[src/rtl/cntr_seq_pkg.sv]
// Shared types and defaults for the counter command sequencer.
package cntr_seq_pkg;

  localparam int DEF_WIDTH = 8;

  typedef enum logic [1:0] {
    OP_LOAD  = 2'd0,
    OP_UP    = 2'd1,
    OP_DOWN  = 2'd2,
    OP_CLEAR = 2'd3
  } op_e;

  typedef enum logic [2:0] {
    S_IDLE = 3'd0,
    S_LOAD = 3'd1,
    S_CLR  = 3'd2,
    S_RUN  = 3'd3,
    S_DONE = 3'd4
  } state_e;

endpackage

[src/rtl/cntr_seq_step_cnt.sv]
// Loadable down-counter holding the remaining RUN steps; saturates at zero.
module step_cnt
  import cntr_seq_pkg::*;
#(
  parameter int WIDTH = DEF_WIDTH
) (
  input  logic             clk_i,
  input  logic             rst_i,
  input  logic             load_i,
  input  logic [WIDTH-1:0] load_val_i,
  input  logic             dec_i,
  output logic             zero_o
);

  localparam logic [WIDTH-1:0] ONE = WIDTH'(1);

  logic [WIDTH-1:0] cnt_q, cnt_d;

  assign zero_o = (cnt_q == '0);

  always_comb begin
    cnt_d = cnt_q;
    if (load_i)
      cnt_d = load_val_i;
    else if (dec_i && !zero_o)
      cnt_d = cnt_q - ONE;
  end

  always_ff @(posedge clk_i or posedge rst_i) begin
    if (rst_i) cnt_q <= '0;
    else       cnt_q <= cnt_d;
  end

endmodule

[src/rtl/cntr_seq.sv]
// Command sequencer for updn_cntr: LOAD / UP N / DOWN N / CLEAR over valid-ready,
// with registered strobes and done/wrap/last-value status.
module cntr_seq
  import cntr_seq_pkg::*;
#(
  parameter int WIDTH      = DEF_WIDTH,
  parameter bit STOP_ON_TC = 1'b0
) (
  input  logic             clk,
  input  logic             reset,
  input  logic             cmd_valid,
  output logic             cmd_ready,
  input  logic [1:0]       cmd_op,
  input  logic [WIDTH-1:0] cmd_data,
  output logic [WIDTH-1:0] cnt_in,
  output logic             cnt_load,
  output logic             up_dn,
  output logic             ena,
  output logic             s_reset,
  input  logic [WIDTH-1:0] cnt_out,
  input  logic             term_cnt,
  output logic             busy,
  output logic             done,
  output logic             wrapped,
  output logic [WIDTH-1:0] last_val
);

  localparam logic [WIDTH-1:0] ONE = WIDTH'(1);

  state_e           state_q;
  logic             rdy_en_q;
  logic [WIDTH-1:0] cnt_in_q, last_val_q;
  logic             cnt_load_q, up_dn_q, ena_q, s_reset_q;
  logic             busy_q, done_q, wrapped_q;

  op_e  op;
  logic accept, run_op, step_load, step_dec, step_zero, stop_now;

  // rdy_en_q keeps cmd_ready low until the first clock after reset release.
  assign cmd_ready = rdy_en_q && (state_q == S_IDLE);
  assign op        = op_e'(cmd_op);
  assign accept    = cmd_valid && cmd_ready;
  assign run_op    = (op == OP_UP) || (op == OP_DOWN);
  assign step_load = accept && run_op && (cmd_data != '0);
  assign step_dec  = (state_q == S_RUN);
  assign stop_now  = step_zero || (STOP_ON_TC && term_cnt);

  // Loaded with N-1 so the zero flag marks the final RUN cycle.
  step_cnt #(.WIDTH(WIDTH)) u_step_cnt (
    .clk_i      (clk),
    .rst_i      (reset),
    .load_i     (step_load),
    .load_val_i (cmd_data - ONE),
    .dec_i      (step_dec),
    .zero_o     (step_zero)
  );

  always_ff @(posedge clk or posedge reset) begin
    if (reset) begin
      state_q    <= S_IDLE;
      rdy_en_q   <= 1'b0;
      cnt_in_q   <= '0;
      cnt_load_q <= 1'b0;
      up_dn_q    <= 1'b1;
      ena_q      <= 1'b0;
      s_reset_q  <= 1'b0;
      busy_q     <= 1'b0;
      done_q     <= 1'b0;
      wrapped_q  <= 1'b0;
      last_val_q <= '0;
    end else begin
      rdy_en_q   <= 1'b1;
      cnt_load_q <= 1'b0;
      s_reset_q  <= 1'b0;
      done_q     <= 1'b0;
      case (state_q)
        S_IDLE: begin
          if (accept) begin
            wrapped_q <= 1'b0;
            case (op)
              OP_LOAD: begin
                cnt_in_q   <= cmd_data;
                cnt_load_q <= 1'b1;
                ena_q      <= 1'b1;
                busy_q     <= 1'b1;
                state_q    <= S_LOAD;
              end
              OP_CLEAR: begin
                s_reset_q <= 1'b1;
                ena_q     <= 1'b1;
                busy_q    <= 1'b1;
                state_q   <= S_CLR;
              end
              default: begin
                up_dn_q <= (op == OP_UP);
                if (cmd_data == '0) begin
                  done_q  <= 1'b1;
                  state_q <= S_DONE;
                end else begin
                  ena_q   <= 1'b1;
                  busy_q  <= 1'b1;
                  state_q <= S_RUN;
                end
              end
            endcase
          end
        end
        S_LOAD, S_CLR: begin
          ena_q   <= 1'b0;
          busy_q  <= 1'b0;
          done_q  <= 1'b1;
          state_q <= S_DONE;
        end
        S_RUN: begin
          if (term_cnt) wrapped_q <= 1'b1;
          if (stop_now) begin
            ena_q   <= 1'b0;
            busy_q  <= 1'b0;
            done_q  <= 1'b1;
            state_q <= S_DONE;
          end
        end
        S_DONE: begin
          last_val_q <= cnt_out;
          state_q    <= S_IDLE;
        end
        default: state_q <= S_IDLE;
      endcase
    end
  end

  assign cnt_in   = cnt_in_q;
  assign cnt_load = cnt_load_q;
  assign up_dn    = up_dn_q;
  assign ena      = ena_q;
  assign s_reset  = s_reset_q;
  assign busy     = busy_q;
  assign done     = done_q;
  assign wrapped  = wrapped_q;
  assign last_val = last_val_q;

endmodule

[config.mk]
export PLATFORM = sky130hd
export DESIGN_NAME = cntr_seq
export DESIGN_NICKNAME = d
export VERILOG_FILES = /design/src/rtl/cntr_seq_pkg.sv /design/src/rtl/cntr_seq_step_cnt.sv /design/src/rtl/cntr_seq.sv
export SDC_FILE = /design/constraint.sdc
export NUM_CORES = 1
export LEC_CHECK = 0
export CORE_ASPECT_RATIO = 0.8
export CORE_MARGIN = 1
export CORE_UTILIZATION = 40
export CTS_BUF_LIST = sky130_fd_sc_hd__clkbuf_2 sky130_fd_sc_hd__clkbuf_4 sky130_fd_sc_hd__clkbuf_8
export DETAILED_ROUTE_END_ITERATION = 6
export DONT_BUFFER_PORTS = 1
export PLACE_DENSITY_LB_ADDON = 0.2
export REMOVE_ABC_BUFFERS = 1
export SETUP_SLACK_MARGIN = 0.2
export SYNTH_ARGS = -nofsm -noshare
export SYNTH_HDL_FRONTEND = slang
export SYNTH_SLANG_ARGS = --single-unit
[constraint.sdc]
create_clock -name clk -period 7.05 [get_ports clk]
set_input_delay 0.705 -clock clk [delete_from_list [all_inputs] [get_ports clk]]
set_output_delay 0.705 -clock clk [all_outputs]
set_load 0.02 [all_outputs]
==> impl_metrics.py <==
metrics = {
    "worst_setup_path": {
        "regToRegSetupSlack_ns": 4.21,
        "worstPathMaxFanout": 8,
        "crit_type": "flop to flop",
        "cp-start-kind": "flop",
        "rr_startpoint": "state_q[2]$_DFFE_PP0P_",
        "slowest_stage": "nor4b_4",
        "cp_top_family": "simple AND/OR/NAND/NOR gates",
        "critPathArrivalTime_ns": 3.05,
        "path_cells": "nor4b_4 -> nand3_2 -> or2_1 -> mux2i_1 -> ha_1 -> nand2_1 -> nor4_1 -> xor2_1 -> nor2_1 -> a21oi_1",
        "required_ns": 7.26,
        "endpoint": "u_step_cnt.cnt_q[4]$_DFFE_PP0P_",
        "cp-startpoint": "state_q[2]$_DFFE_PP0P_",
        "reg2reg_depth": 10,
        "crit_buf_inv": 0,
        "critPathCaptureType": "flop",
        "reg2reg_to": "u_step_cnt.cnt_q[4]$_DFFE_PP0P_",
        "slowest_delay_ns": 0.57,
        "crit_cells": 10,
    },
    "layout": {
        "diodes": 0,
        "nFillCells": 368,
        "area_delta_synth_final_pct": 8.548,
        "layout.nets": 177,
        "stdcell_count": 207,
        "drive_above_1_share": 0.2303,
    },
    "synthesis": {
        "syn_area_sq_mm": 0.001698,
        "ys_seq_elements": 34,
        "seq_area_frac_synth": 0.5018,
        "synth.distinct_cells": 40,
        "syn_inst": 147,
        "avgSynthCellArea_sq_um": 11.55,
        "ys_warn_count": 0,
    },
    "routing": {
        "drt_first_pass_iters": 4,
        "drtAntennaViolNets": 0,
        "drt_wl_total_um": 3276,
        "via_count": 1101,
        "drt_iter0_markers": 87,
        "vias_per_cell": 5.319,
        "drc_errors": 0,
        "wl_per_cell_um": 15.83,
    },
    "place": {
        "placed_cells": 199,
        "gp_congestion": 0.8738,
        "port_buffers": 0,
        "dp_hpwl_um": 2401,
    },
    "sta": {
        "slew_violations": 0,
        "fin_crit_sh": 0.4024,
        "setup_tns_ns": 0,
        "slew_headroom": 0.4150,
        "worstMarginPinSlew_ns": 0.8743,
        "rsz0062_at_grt": "no",
        "hold_viol_final": 0,
        "max_freq_ghz": 0.3525,
        "skew_ns": 0.004830,
        "setup_viol": 0,
        "fin_crit_ns": 2.837,
    },
    "global_routing": {
        "grt_usage": 0.1632,
        "grt-ovfl-total": 0,
        "grt_pass1_vias": 1088,
        "grt_max_degree": 35,
        "antenna_found_initial": 0,
        "grt_first_pass_wirelength_um": 5257,
    },
    "clock_tree": {
        "clockBufferDepth": 2,
        "cts_max_level": 2,
        "ctsResizeCount": 0,
        "clk_latency_ns": 0.28,
        "clk_pin_slew_worst_paths_ns": 0.07,
        "cts_tree": "done",
        "ctsHoldBuffers": 0,
        "clock-sinks": 34,
        "cts_buffers": 5,
        "cts-root-buf": "clkbuf_8",
        "cts_setup_buffers": 0,
    },
    "die": {
        "die_area_sq_mm": 0.004511,
        "die_h_um": 60.28,
        "initial_utilization": 0.4322,
        "ioPinCount": 46,
        "core.rowCount": 20,
        "core_sq_mm": 0.003929,
        "die_w_um": 74.84,
    },
    "pwr": {
        "swShare": 0.3831,
        "p_leak_nw": 0.7720,
        "vdd_ir_drop_max_mv": 0.1886,
        "power_frac_clock": 0.214,
        "power.density_cell_area_mw_per_mm2": 380.2,
        "intPower_uw": 432.3,
        "p_comb_frac": 0.230,
        "power_switching_uw": 268.5,
        "pwr-share-seq": 0.557,
    },
    "run_status": {
        "outcome": "finished clean",
    },
    "flow_run": {
        "drv_cap": 0,
    },
    "min_path": {
        "hold_class": "input port to async pin",
    },
}
-- cell usage in the layout, fill, tap and decap left out, drive strengths merged --
cell type	count
xor2	3
nor4	3
nor3	3
dfrtp	33
nor4b	1
buf	1
o32a	1
ha	4
nand3	3
mux2	17
inv	6
a31o	1
mux2i	4
nor2	13
nand4	2
xnor2	6
clkbuf	6
nand2	11
o311ai	1
clkinv	1
a41oi	1
a31oi	2
o21ai	7
conb	1
or4	2
a21oi	9
or2	2
dfstp	1
or3	1
and2	1
clkinvlp	1
o211ai	2
and3	2
-- power by group through the flow --
stage,clock [mW],combinational [mW],sequential (mW)
floorplan,0,0.141,0.376
global placement,0,0.157,0.393
detailed placement,0,0.163,0.393
CTS,0.153,0.163,0.391
global route,0.161,0.182,0.402
finish,0.150,0.161,0.390
-- flip-flops by register name, indices dropped and copies added, names as in the netlist --
name and cells:
u_step_cnt.cnt_q 8, cnt_load 1, s_reset 1, done 1, busy 1, wrapped 1, state_q 3, rdy_en_q 1
cnt_in 8, up_dn 1, last_val 8
-- cells by family (layout without fill, tap and decap cells) --
group	count (synthesis)	after routing	synth area share
AOI/OAI and AO/OA	24	24	0.1002
xor gates and xnor gates	9	9	0.04643
adders and majority gates	4	4	0.02948
buffers and inverters	10	15	0.02874
DFF	34	34	0.5018
muxes	21	21	0.1363
other	1	1	0.002209
and+or+nand+nor	44	44	0.1548
-- worst min-delay path by stage --
stage / to / slack (ns)
3_5_place_dp: done$_DFF_PP0_ / 0.53
4_1_cts: cnt_load$_DFF_PP0_ / 0.42
3_3_place_gp: state_q[2]$_DFFE_PP0P_ / 0.52
5_1_grt: cnt_in[3]$_DFFE_PP0P_ / 0.44
6_report: cnt_load$_DFF_PP0_ / 0.40
2_1_floorplan: done$_DFF_PP0_ / 0.51
-- per-stage QoR --
step                cell area (sq um)  hold slack (ns)  setup slack, ns    util  total power [mW]
global placement                 1748           0.5247            4.041  0.4449            0.5505
detailed placement               1748           0.5298            3.958  0.4449            0.5566
finish                           1843           0.3992            4.213  0.4691            0.7008
CTS                              1843           0.4180            4.200  0.4691            0.7078
global route                     1843           0.4406            3.964  0.4691            0.7447
floorplan                        1672           0.5060            4.156       -            0.5171
-- Yosys cell counts (all sizes together) --
library cell | count | share of area
inv | 6 | 0.013
o311ai | 1 | 0.0052
nor4b | 1 | 0.014
or3 | 1 | 0.0037
nand2 | 11 | 0.024
mux2 | 17 | 0.11
nor3 | 3 | 0.015
dfrtp | 33 | 0.49
nand3 | 3 | 0.012
conb | 1 | 0.0022
o211ai | 2 | 0.0088
xor2 | 3 | 0.015
a31o | 1 | 0.0052
dfstp | 1 | 0.015
o32a | 1 | 0.0059
clkbuf | 2 | 0.0044
ha | 4 | 0.029
and2 | 1 | 0.0037
o21ai | 7 | 0.027
nor4 | 3 | 0.011
and3 | 2 | 0.0074
a41oi | 1 | 0.0052
nand4 | 2 | 0.016
or2 | 2 | 0.0074
xnor2 | 6 | 0.031
buf | 2 | 0.011
a21oi | 9 | 0.027
nor2 | 13 | 0.029
or4 | 2 | 0.011
mux2i | 4 | 0.024
a31oi | 2 | 0.016
-- routing by layer --
layer | GRT usage | vias to the layer above | routed length [um]
met5 | 0 | - | 0
met4 | 0.07278 | 0 | 57
met3 | 0.06071 | 5 | 204
met2 | 0.2304 | 29 | 1460
met1 | 0.2228 | 538 | 1554
li1 | - | 529 | -
-- layout make-up --
type | instances | area, sq um | share of cell area
multi-input cells | 103 | 797.0 | 0.4325
flip-flops and latches | 34 | 852.1 | 0.4623
clock buffers | 6 | 82.58 | 0.04481
inverters | 6 | 22.52 | 0.01222
repair buffers | 1 | 7.507 | 0.004073
well taps | 55 | 68.82 | 0.03734
clock inverters | 2 | 12.51 | 0.006789
(Power assumes the default switching activity.)
